[config.mk]
export PLATFORM = sky130hd
export DESIGN_NAME = command_dispatcher_flat
export DESIGN_NICKNAME = d
export VERILOG_FILES = /design/src/rtl/command_dispatcher_if.sv /design/src/rtl/command_dispatcher.sv /design/src/flat_wrapper.sv
export SDC_FILE = /design/constraint.sdc
export NUM_CORES = 1
export LEC_CHECK = 0
export BUFFER_PORTS_ARGS = -buffer_cell sky130_fd_sc_hd__buf_2
export CAP_MARGIN = 20
export CORE_MARGIN = 2
export CORE_UTILIZATION = 55
export DETAILED_ROUTE_END_ITERATION = 8
export PLACE_DENSITY = 0.93
export SYNTH_ARGS = -nofsm -noshare
export SYNTH_HDL_FRONTEND = slang
export SYNTH_SLANG_ARGS = --single-unit
[constraint.sdc]
create_clock -name clk -period 5.9 [get_ports clk]
set_input_delay 0.59 -clock clk [delete_from_list [all_inputs] [get_ports clk]]
set_output_delay 0.59 -clock clk [all_outputs]
set_load 0.1 [all_outputs]
[src/rtl/command_dispatcher_if.sv]
// command_dispatcher_if: FIFO read port and command beat port of the command dispatcher
interface command_dispatcher_if #(
    parameter int ADDR_W = 16,
    parameter int ERR_W  = 8
);
    logic              fifo_empty;
    logic [31:0]       read_data;
    logic              read_command;
    logic              cmd_valid;
    logic              cmd_ready;
    logic              cmd_write;
    logic [ADDR_W-1:0] cmd_addr;
    logic [31:0]       cmd_data;
    logic              cmd_error;
    logic [ERR_W-1:0]  err_count;
    logic              busy;

    modport master (
        input  fifo_empty, read_data, cmd_ready,
        output read_command, cmd_valid, cmd_write, cmd_addr, cmd_data, cmd_error, err_count, busy
    );

    modport slave (
        output fifo_empty, read_data, cmd_ready,
        input  read_command, cmd_valid, cmd_write, cmd_addr, cmd_data, cmd_error, err_count, busy
    );
endinterface

[src/rtl/command_dispatcher.sv]
// command_dispatcher: pops header/payload words from the command FIFO, validates them and issues
// single-beat commands; bursts are expanded into consecutive-address beats.
// Optional: define CMD_PARITY_CHECK_EN to reject headers whose 32 bits do not have odd parity.
module command_dispatcher #(
    parameter int ADDR_W = 16,
    parameter int ERR_W  = 8
) (
    input  logic clk,
    input  logic n_rst,
    command_dispatcher_if.master bus
);
    typedef enum logic [2:0] {IDLE, DECODE, ERROR, WAIT_DATA, ISSUE} state_t;

    state_t            state, next;
    logic [3:0]        opcode, len, remaining;
    logic [ADDR_W-1:0] hdr_addr, addr_q;
    logic [31:0]       data_q;
    logic              write_q;
    logic [ERR_W-1:0]  err_q;
    logic              pop, fire, parity_ok, illegal;

    assign pop     = !bus.fifo_empty && (state == IDLE || state == WAIT_DATA);
    assign fire    = state == ISSUE && bus.cmd_ready;
    assign illegal = !parity_ok || opcode > 4'd3;

`ifdef CMD_PARITY_CHECK_EN
    logic hdr_odd;
    // Parity is reduced while the header is on the bus so the full word need not be stored
    always_ff @(posedge clk or negedge n_rst) begin
        if (!n_rst) hdr_odd <= 1'b0;
        else if (state == IDLE && pop) hdr_odd <= ^bus.read_data;
    end
    assign parity_ok = hdr_odd;
`else
    assign parity_ok = 1'b1;
`endif

    assign bus.read_command = pop;
    assign bus.cmd_valid    = state == ISSUE;
    assign bus.cmd_error    = state == ERROR;
    assign bus.busy         = state != IDLE;
    assign bus.cmd_write    = write_q;
    assign bus.cmd_addr     = addr_q;
    assign bus.cmd_data     = data_q;
    assign bus.err_count    = err_q;

    // State register
    always_ff @(posedge clk or negedge n_rst) begin
        if (!n_rst) state <= IDLE;
        else state <= next;
    end

    // Next-state decode
    always_comb begin
        next = state;
        case (state)
            IDLE:      if (pop) next = DECODE;
            DECODE:    next = illegal ? ERROR : opcode == 4'd0 ? IDLE : opcode == 4'd2 ? ISSUE : WAIT_DATA;
            ERROR:     next = IDLE;
            WAIT_DATA: if (pop) next = ISSUE;
            ISSUE:     if (fire) next = remaining != 4'd0 ? WAIT_DATA : IDLE;
            default:   next = IDLE;
        endcase
    end

    // Header capture, beat fields, burst bookkeeping and saturating error count
    always_ff @(posedge clk or negedge n_rst) begin
        if (!n_rst) begin
            opcode    <= '0;
            len       <= '0;
            hdr_addr  <= '0;
            remaining <= '0;
            addr_q    <= '0;
            data_q    <= '0;
            write_q   <= 1'b0;
            err_q     <= '0;
        end else begin
            if (state == IDLE && pop) begin
                opcode   <= bus.read_data[31:28];
                len      <= bus.read_data[27:24];
                hdr_addr <= bus.read_data[ADDR_W-1:0];
            end
            if (state == DECODE) begin
                addr_q    <= hdr_addr;
                write_q   <= opcode != 4'd2;
                data_q    <= '0;
                remaining <= opcode == 4'd3 ? len : 4'd0;
            end
            if (state == WAIT_DATA && pop) data_q <= bus.read_data;
            if (fire && remaining != 4'd0) begin
                addr_q    <= addr_q + ADDR_W'(1);
                remaining <= remaining - 4'd1;
            end
            if (state == ERROR && !(&err_q)) err_q <= err_q + ERR_W'(1);
        end
    end
endmodule
[src/flat_wrapper.sv]
// flat-port wrapper written by rule: the top's interface ports become plain ports
module command_dispatcher_flat 
#(
    parameter int ADDR_W = 16,
    parameter int ERR_W  = 8
)
  (clk, n_rst, bus_fifo_empty, bus_read_data, bus_cmd_ready, bus_read_command, bus_cmd_valid, bus_cmd_write, bus_cmd_addr, bus_cmd_data, bus_cmd_error, bus_err_count, bus_busy);
  command_dispatcher_if #(.ADDR_W(ADDR_W), .ERR_W(ERR_W)) bus_i ();
  input  logic clk;
  input  logic n_rst;
  input wire logic [$bits(bus_i.fifo_empty)-1:0] bus_fifo_empty;
  input wire logic [$bits(bus_i.read_data)-1:0] bus_read_data;
  input wire logic [$bits(bus_i.cmd_ready)-1:0] bus_cmd_ready;
  output wire logic [$bits(bus_i.read_command)-1:0] bus_read_command;
  output wire logic [$bits(bus_i.cmd_valid)-1:0] bus_cmd_valid;
  output wire logic [$bits(bus_i.cmd_write)-1:0] bus_cmd_write;
  output wire logic [$bits(bus_i.cmd_addr)-1:0] bus_cmd_addr;
  output wire logic [$bits(bus_i.cmd_data)-1:0] bus_cmd_data;
  output wire logic [$bits(bus_i.cmd_error)-1:0] bus_cmd_error;
  output wire logic [$bits(bus_i.err_count)-1:0] bus_err_count;
  output wire logic [$bits(bus_i.busy)-1:0] bus_busy;
  assign bus_i.fifo_empty = bus_fifo_empty;
  assign bus_i.read_data = bus_read_data;
  assign bus_i.cmd_ready = bus_cmd_ready;
  assign bus_read_command = bus_i.read_command;
  assign bus_cmd_valid = bus_i.cmd_valid;
  assign bus_cmd_write = bus_i.cmd_write;
  assign bus_cmd_addr = bus_i.cmd_addr;
  assign bus_cmd_data = bus_i.cmd_data;
  assign bus_cmd_error = bus_i.cmd_error;
  assign bus_err_count = bus_i.err_count;
  assign bus_busy = bus_i.busy;
  command_dispatcher #(.ADDR_W(ADDR_W), .ERR_W(ERR_W)) u_core (.clk(clk), .n_rst(n_rst), .bus(bus_i));
endmodule
==> results of run 1 <==
==> cells in the mapped netlist (2+ instances only) <==
library cell / count / area (µm²)
a211oi_1: 5 / 37.5
a21oi_1: 4 / 20.0
a221o_1: 4 / 40.0
a311oi_1: 3 / 26.3
a31oi_1: 2 / 12.5
and2_1: 2 / 12.5
and3_1: 4 / 25.0
and4_1: 2 / 17.5
buf_2: 2 / 10.0
buf_4: 3 / 22.5
clkbuf_1: 15 / 56.3
dfrtp_1: 88 / 2200
ha_1: 3 / 37.5
inv_1: 8 / 30.0
mux2_2: 24 / 270
nand2_1: 80 / 300
nand3_1: 20 / 100
nand4_1: 7 / 43.8
nor2_1: 18 / 67.6
nor3_1: 10 / 50.1
nor3b_1: 2 / 15.0
nor3b_2: 2 / 25.0
nor4_1: 2 / 12.5
o211ai_1: 4 / 30.0
o21ai_0: 39 / 195
or3b_2: 2 / 17.5
xor2_1: 8 / 70.1
==> critical path, delay by kind of cell (launching register included) <==
kind / cells / cell delay [ns]
simple gates: 1 / 0.48
flops: 1 / 0.61
buf+inv: 2 / 0.47
==> metrics by stage <==
stage | utilization, % | setup WS [ns] | hold WS, ns
floorplan | - | 1.76 | 0.294
global placement | 63.4 | 3.55 | 0.479
detailed placement | 63.6 | 3.77 | 0.485
CTS | 66.8 | 3.39 | 0.413
global route | 67.2 | 3.30 | 0.0395
finish | 67.2 | 3.38 | 0.0517
==> cell type report <==
| cell class | instances | area, µm² | area share (%) |
|---|---|---|---|
| clock buffer | 10 | 138 | 2.85 |
| timing repair buffer | 101 | 548 | 11.4 |
| inverter | 8 | 30.0 | 0.623 |
| tap | 99 | 124 | 2.57 |
| sequential | 88 | 2200 | 45.7 |
| clock inverter | 6 | 92.6 | 1.92 |
| multi-input combinational | 273 | 1690 | 35.0 |
==> cells by family (layout without fill, tap and decap cells) <==
logic type | after synthesis | after routing | synth area share [%]
xor+xnor | 9 | 9 | 1.96
mux | 25 | 25 | 6.98
compound gates | 74 | 74 | 11.9
simple gates | 162 | 162 | 20.1
flops | 88 | 88 | 54.9
fa+ha+maj | 3 | 3 | 0.936
buf+inv | 29 | 125 | 3.24
==> final timing paths <==
kind | from | end | slack [ns] | depth (start not counted)
worst max-delay path | u_core.state[2] | bus_cmd_valid | 3.38 | 3
min in group clk | bus_read_data[17] | u_core.bus.cmd_data[17] | 0.42 | 3
worst min-delay path | n_rst | u_core.bus.cmd_data[19] | 0.05 | 1
worst max register to register | u_core.state[2] | u_core.hdr_addr[12] | 3.77 | 4
worst min register to register | u_core.opcode[1] | u_core.bus.cmd_write | 0.50 | 1
max in group asynchronous | n_rst | u_core.bus.cmd_data[1] | 5.24 | 2
==> registers in the layout, summed over array words and instances (netlist names) <==
name,count
u_core.len,4
u_core.state,3
u_core.hdr_addr,16
u_core.opcode,4
u_core.bus.cmd_write,1
u_core.bus.err_count,8
u_core.bus.cmd_data,32
u_core.bus.cmd_addr,16
u_core.remaining,4
==> metal layers <==
metal	track usage, %	routed length, µm
met1	34.9	4050
met2	40.1	4720
met3	5.63	653
met4	13.3	294
met5	0	0
==> metrics.txt, run 1 <==
Largest stage delay, worst path=~0.61 ns; Total GRT Usage=26.0%; Async SR Flop Fraction=100%; Post-CTS Setup Inserts=0; die area=roughly 8000 µm²; mapped cell area=4010 µm²; num ports=a little under 100; commonest non-fill, non-tap cells in the layout=95 x buf_2, 88 x dfrtp_1, 80 x nand2_1; critical path, cell by cell=or3b_4 -> inv_1 -> buf_2; Fmax achieved=around 400 MHz; Post-Syn Nets=429; row cnt=31; main flop type after synthesis=dfrtp_1; RSZ-0062 raised after global routing=no; Post-CTS Resized=0; first-pass GRT wire length=between 15 and 20 mm; CTS sink cnt=88; Data required, critical path=between 5 and 6 ns; post-synthesis sequential area ratio=between 50% and 60%; Clk Latency, worst-skew pair=between 0.3 and 0.4 ns; clock tree buffer depth=2; Post-Route WL=~9.7 mm; CP endpoint kind=primary output; placed cell areas=between 4000 and 5000 µm²; initial antenna violation count=0; Worst Hold Class=primary input to async pin; Crit-path slowest cell=dfrtp_1; Final #Nets=520; Least-Margin Pin Slew=slightly below 0.9 ns; CTS tree=done; largest net degree at the start of global routing=between 80 and 90; most common cell after layout, fill and taps aside=buf_2; Die Width=just under 90 µm; PortBufs=96; Design Area, Final=roughly 4800 µm²; relative slew slack=~40%; fillers=526; CTS H-Tree Depth=3; sum of negative setup slack=0 ns; Starting DRT DRC Count=296; Area Growth Syn to Fin=20.2%; status=complete, no violations; vias per cell=5.76; vias in the first global route=approximately 3300; starting density of the core=between 50% and 60%; count of final hold-check violations=0; Final setup viols=0; clock slew at reported path FFs=0.09 ns; Final Cycle Share=42.6%; dpl hpwl=6.49 mm; Core Area=roughly 7200 µm²; hold_buf cts=0; antenna viol nets, final=0; kind of critical path=register to primary output; diode count=0; Yosys reg bits=88; aggregate global routing overflow=0; syn_area_per_cell=10.3 µm²; Max Slew Vio Count=0; WL/cell=roughly 17 µm; gpl congestion=about 0.83; dpl cells=about 570; Tmin final=2.52 ns; Setup Skew=0.00924 ns; Mapped Cells=390; critical path fanouts, max=13; Post-synth EDFFs=0; fraction of layout cells with a size suffix above 1=between 30% and 40%; Synth warnings=0; Clock Tree Root=clkbuf_8; final std cells w/o fill=585; Die Y=about 89 µm; Synth cell types=54; drc violations=0; max cap viols=0; Worst Path Arrival=between 1.5 and 2 ns; Vias=around 3400; startpoint class of the critical path=register; 1st-pass router iterations=5; total CTS buffers=9
Power of run 1 is left out: the tool's default activity adds up to more than one toggle a clock period on the data nets, which glitch-free logic cannot reach.
==> inputs of run 2 (changes only) <==
--- a/config.mk
+++ b/config.mk
@@ -8,9 +8,9 @@
 export BUFFER_PORTS_ARGS = -buffer_cell sky130_fd_sc_hd__buf_2
 export CAP_MARGIN = 20
 export CORE_MARGIN = 2
-export CORE_UTILIZATION = 55
+export CORE_UTILIZATION = 48
 export DETAILED_ROUTE_END_ITERATION = 8
-export PLACE_DENSITY = 0.93
+export PLACE_DENSITY = 0.87
 export SYNTH_ARGS = -nofsm -noshare
 export SYNTH_HDL_FRONTEND = slang
 export SYNTH_SLANG_ARGS = --single-unit
==> constraint.sdc (replaced) <==
create_clock -name clk -period 2.2 [get_ports clk]
set_input_delay 0.22 -clock clk [delete_from_list [all_inputs] [get_ports clk]]
set_output_delay 0.22 -clock clk [all_outputs]
set_load 0.1 [all_outputs]
==> run 2 against run 1 <==
  * Cell area up 1.4%
  * Worst hold slack improved by 0.015 ns
  * Register-to-register slack worse by 3.6 ns
  * Die area grew 14%
  * Core utilization decreased by 7.4 points
  * Final cell count increased by 1.5%
  * Global-route usage shrank 4.4 points
  * Clock-buffer cell count decreased by 1
  * Worst setup slack lost 3.2 ns
  * Wire length fell by 3.4%
  * Sequential cell count is the same
==> metrics.txt, run 2 (same netlist as run 1, synthesis figures left out) <==
sum of negative setup slack=0 ns; Final #Nets=between 500 and 600; Clock Tree Root=clkbuf_8; Post-CTS Resized=0; Final Cycle Share=93.2%; relative slew slack=around two thirds; Crit-path slowest cell=dfrtp_1; Worst Hold Class=primary input to register; vias per cell=5.61; commonest non-fill, non-tap cells in the layout=95 x buf_2, 86 x dfrtp_1, 80 x nand2_1; Clk Latency, worst-skew pair=0.35 ns; Vias=approximately 3300; startpoint class of the critical path=register; aggregate global routing overflow=0; Worst R2R Setup Slack=between 0.15 and 0.2 ns; gpl congestion=1.00; Data required, critical path=1.98 ns; initial antenna violation count=0; clock tree buffer depth=2; CTS sink cnt=between 80 and 90; fillers=679; vias in the first global route=between 3000 and 4000; CTS tree=done; CTS H-Tree Depth=3; diode count=0; Tmin final=2.05 ns; Area Growth Syn to Fin=21.9%; Largest stage delay, worst path=0.52 ns; Worst Path Arrival=~1.8 ns; Least-Margin Pin Slew=roughly 0.52 ns; Fmax achieved=~490 MHz; fraction of layout cells with a size suffix above 1=around a third; RSZ-0062 raised after global routing=no; first-pass GRT wire length=around 15 mm; kind of critical path=register to primary output; Post-Route WL=roughly 9.4 mm; Die Width=approximately 95 µm; PortBufs=96; critical path, cell by cell=or3b_4 -> inv_1 -> buf_2; Setup Skew=0.0112 ns; row cnt=33; antenna viol nets, final=0; dpl hpwl=roughly 6.6 mm; 1st-pass router iterations=5; dpl cells=between 500 and 600; starting density of the core=between 40% and 50%; num ports=97; critical path fanouts, max=12; total CTS buffers=9; Die Y=between 90 and 100 µm; max FFs per register=32; final std cells w/o fill=around 590; Core Area=between 8000 and 9000 µm²; max cap viols=0; Post-CTS Setup Inserts=0; Starting DRT DRC Count=324; die area=between 9000 and 10000 µm²; count of final hold-check violations=0; Max Slew Vio Count=0; hold_buf cts=1; CP endpoint kind=primary output; WL/cell=around 16 µm; Final setup viols=0; clock slew at reported path FFs=approximately 0.09 ns; drc violations=0; Total GRT Usage=between 20% and 30%; status=complete, no violations; Core Util, Final=roughly three fifths; largest net degree at the start of global routing=75; most common cell after layout, fill and taps aside=buf_2
[run 2: cell count changes in the layout (fill, tap and decap cells not counted), sizes merged]
cell / previous run / this run
clkinvlp: 2 / 3
inv: 8 / 10
clkinv: 2 / 0
dlygate4sd3: 0 / 1
clkbuf: 10 / 9
buf: 101 / 103
[run 2: area by class of cell]
type	instances	area (µm²)	area share (%)
multi-input combinational	273	1720	35.1
clock inverter	7	103	2.10
tap	105	131	2.69
inverter	8	30.0	0.614
timing repair buffer	104	583	11.9
clock buffer	9	124	2.53
sequential	88	2200	45.1
[run 2: path summary, 6_finish.rpt]
check / start / end / depth (start not counted)
max in group asynchronous: n_rst / u_core.bus.cmd_addr[1] / 3
min in group asynchronous: n_rst / u_core.bus.cmd_data[12] / 2
min: bus_read_data[18] / u_core.bus.cmd_data[18] / 3
max reg2reg: u_core.state[1] / u_core.bus.cmd_addr[13] / 4
min reg2reg: u_core.opcode[1] / u_core.bus.cmd_write / 1
max: u_core.state[1] / bus_cmd_valid / 3
[run 2: per-stage QoR]
stage / setup slack, ns / hold WS (ns) / cell area, µm²
4_1_cts: 0.146 / 0.0591 / 4890
3_3_place_gp: 0.339 / 0.0859 / 4660
2_1_floorplan: 0.0436 / -0.0756 / 4040
3_5_place_dp: 0.268 / 0.0912 / 4660
6_report: 0.150 / 0.0671 / 4890
5_1_grt: 0.0947 / 0.0675 / 4890
[run 2: layer usage]
metal  track usage [%]  vias up  routed length (µm)
met5                 0        -                   0
met4              7.26        0                 160
met3              3.72       14                 526
met2              33.7      128                4460
met1              31.0     1624                4240
li1                  -     1564                   -
[run 2: worst max-delay path, delay by kind of cell (launching register included)]
| kind | cells | cell delay [ns] |
|---|---|---|
| buffers and inverters | 2 | 0.48 |
| AND/OR/NAND/NOR | 1 | 0.49 |
| flip-flops | 1 | 0.52 |
Power of run 2 is left out for the same reason.
==> inputs of run 3 (changes only) <==
--- a/config.mk
+++ b/config.mk
@@ -5,12 +5,13 @@
 export SDC_FILE = /design/constraint.sdc
 export NUM_CORES = 1
 export LEC_CHECK = 0
+export ABC_AREA = 1
 export BUFFER_PORTS_ARGS = -buffer_cell sky130_fd_sc_hd__buf_2
 export CAP_MARGIN = 20
 export CORE_MARGIN = 2
-export CORE_UTILIZATION = 48
+export CORE_UTILIZATION = 54
 export DETAILED_ROUTE_END_ITERATION = 8
-export PLACE_DENSITY = 0.87
+export PLACE_DENSITY = 0.91
 export SYNTH_ARGS = -nofsm -noshare
 export SYNTH_HDL_FRONTEND = slang
 export SYNTH_SLANG_ARGS = --single-unit
==> constraint.sdc (replaced) <==
create_clock -name clk -period 2 [get_ports clk]
set_input_delay 0.2 -clock clk [delete_from_list [all_inputs] [get_ports clk]]
set_output_delay 0.2 -clock clk [all_outputs]
set_load 0.1 [all_outputs]
==> run 3 against run 2 <==
  * Cell area rose by 4.1%
  * Critical endpoint is now bus_read_command
  * Highest routed layer unchanged
  * First-iteration DRC count up 4.3%
  * Worst setup slack improved by 0.040 ns
  * Worst hold slack lost 0.0051 ns
  * Wire length is 12% higher
==> metrics.txt, run 3 <==
Core Area=approximately 7600 µm²; gpl congestion=~0.84; startpoint class of the critical path=register; worst setup margin=0.190 ns; Post-Syn Nets=around 560; hold path endpoint=u_core.hdr_addr[9]; antenna viol nets, final=0; Mapped Cells=520; syn_area_per_cell=between 8 and 9 µm²; critical path fanouts, max=4; CTS H-Tree Depth=3; placed cell areas=4850 µm²; Total GRT Usage=between 20% and 30%; mapped cell area=roughly 4200 µm²; Vias=3956; vias per cell=around 5.4; CTS sink cnt=just under 90; Final Cycle Share=90.5%; Clk Latency, worst-skew pair=around 0.36 ns; row cnt=32; Die Y=about 90 µm; Final #Nets=around 660; dpl hpwl=between 7 and 8 mm; relative slew slack=roughly two thirds; starting density of the core=around 55%; CP endpoint kind=primary output; Yosys reg bits=88; HP Start=bus_read_data[9]; die area=around 8500 µm²; Synth area leader=dfrtp_1; Max Slew Vio Count=0; RR Endpoint=u_core.bus.cmd_addr[13]; PortBufs=96; FF-to-FF Start=u_core.remaining[0]; Synth warnings=0; share of the synthesized area in the top cell type=a little over half; clock tree buffer depth=2; hold path depth=3; main flop type after synthesis=dfrtp_1; aggregate global routing overflow=0; diode count=0; drc violations=0; Worst Path Arrival=between 1.5 and 2 ns; kind of critical path=register to primary output; Worst R2R Setup Slack=about 0.22 ns; fraction of layout cells with a size suffix above 1=between 20% and 30%; Data required, critical path=approximately 1.8 ns; Tmin final=between 1.5 and 2 ns; initial antenna violation count=0; DP Worst Slack=-0.116 ns; commonest non-fill, non-tap cells in the layout=155 x nand2_1, 94 x buf_2, 87 x nand3_1; Area Growth Syn to Fin=21.3%; top-count cell post-synth=nand2_1; Post-synth EDFFs=0; count of final hold-check violations=0; sum of negative setup slack=0 ns; first-pass GRT wire length=17.8 mm; clock slew at reported path FFs=0.09 ns; max FFs per register=32; Final setup viols=0; total CTS buffers=9; Setup Skew=between 0.01 and 0.015 ns; Worst Hold Class=primary input to register; post-synthesis sequential area ratio=a little over half; Least-Margin Pin Slew=0.494 ns; Fmax achieved=about 550 MHz; 1st-pass router iterations=6; Die Width=about 92 µm; num ports=between 90 and 100; max cap viols=0; CTS tree=done; Async SR Flop Fraction=100%; Design Area, Final=5090 µm²; Clock Tree Root=clkbuf_8; largest net degree at the start of global routing=47; ranking of synthesized cells by area=dfrtp_1 52%, nand2_1 14%, nand3_1 10%, o21ai_0 4.9%, inv_1 4.2%; WL/cell=roughly 14 µm; Post-Route WL=between 10 and 15 mm; status=complete, no violations; most common cell after layout, fill and taps aside=nand2_1; Synth cell types=28; Reg2Reg Depth=9; Synth top cells by count=157 x nand2_1, 88 x dfrtp_1, 87 x nand3_1; Fin Hold WS=0.0621 ns; vias in the first global route=around 3800; Starting DRT DRC Count=between 300 and 400; RSZ-0062 raised after global routing=no
==> run 3: changes by cell type after synthesis, moves of 5 or more <==
| cell | change |
|---|---|
| a211oi_1 | -5 |
| buf_2 | +5 |
| inv_1 | +39 |
| mux2_2 | -20 |
| nand2_1 | +77 |
| nand3_1 | +67 |
| nor2_1 | +5 |
| nor3_1 | -7 |
| o21ai_1 | +5 |
==> run 3: cell type report <==
class                           count  area, µm²
Multi-Input combinational cell    360       1740
Tap cell                          102        128
Sequential cell                    88       2210
Clock inverter                      4       52.6
Timing Repair Buffer              110        618
Fill cell                         624       2550
Inverter                           51        191
Clock buffer                       12        155
==> run 3: worst max-delay path: stages (launching register included) <==
cell	delay (ns)
dfrtp_1	0.44
inv_1	0.10
nand2_1	0.09
nor2_2	0.15
inv_2	0.04
nand2_1	0.07
inv_1	0.08
nor2_4	0.10
buf_12	0.18
==> run 3: cell families (layout without fill, tap and decap cells) <==
kind of cell / after synthesis / in the layout / share of synthesized area (%)
AO/OA/AOI/OAI: 56 / 56 / 7.06
XOR/XNOR: 12 / 12 / 2.50
adder cells (fa/ha/maj): 3 / 3 / 0.894
buffers and inverters: 72 / 177 / 6.65
flip-flops: 88 / 88 / 52.5
multiplexers: 4 / 4 / 1.07
AND/OR/NAND/NOR: 285 / 285 / 29.4
==> run 3: how the worst max path moves through the flow <==
stage / end / cells past startpoint / from / slack (ns)
detailed placement: u_core.remaining[1] / 9 / u_core.remaining[0] / -0.12
finish: bus_read_command / 8 / u_core.state[2] / 0.19
global route: u_core.bus.cmd_addr[13] / 9 / u_core.remaining[0] / 0.06
floorplan: u_core.bus.err_count[3] / 5 / u_core.state[1] / 0.04
CTS: u_core.remaining[1] / 9 / u_core.remaining[0] / 0.12
global placement: u_core.remaining[1] / 9 / u_core.remaining[0] / 0.02
==> run 3: per-layer routing <==
metal	up-vias	routed length, µm	GRT usage, %
met4	0	185	10.9
met3	20	696	5.34
met2	162	5270	43.6
li1	1886	-	-
met1	1888	4370	34.4
met5	-	0	0
==> run 3: repair_timing <==
| item | 4_1_cts | 5_1_grt |
|---|---|---|
| endpoints found under the hold margin | 18 | 0 |
| setup buffers | 0 | 2 |
| setup endpoints to repair | 4 | 4 |
| hold buffers | 1 | 0 |
| pin swaps | 0 | 1 |
| resized for setup | 1 | 0 |
==> run 3: stage by stage <==
| stage | util, % | instances |
|---|---|---|
| after floorplan | - | 520 |
| after global placement | 63.5 | 708 |
| after detailed placement | 63.5 | 708 |
| after CTS | 66.4 | 725 |
| after global routing | 66.6 | 727 |
| final | 66.6 | 727 |
Power of run 3 is left out for the same reason.
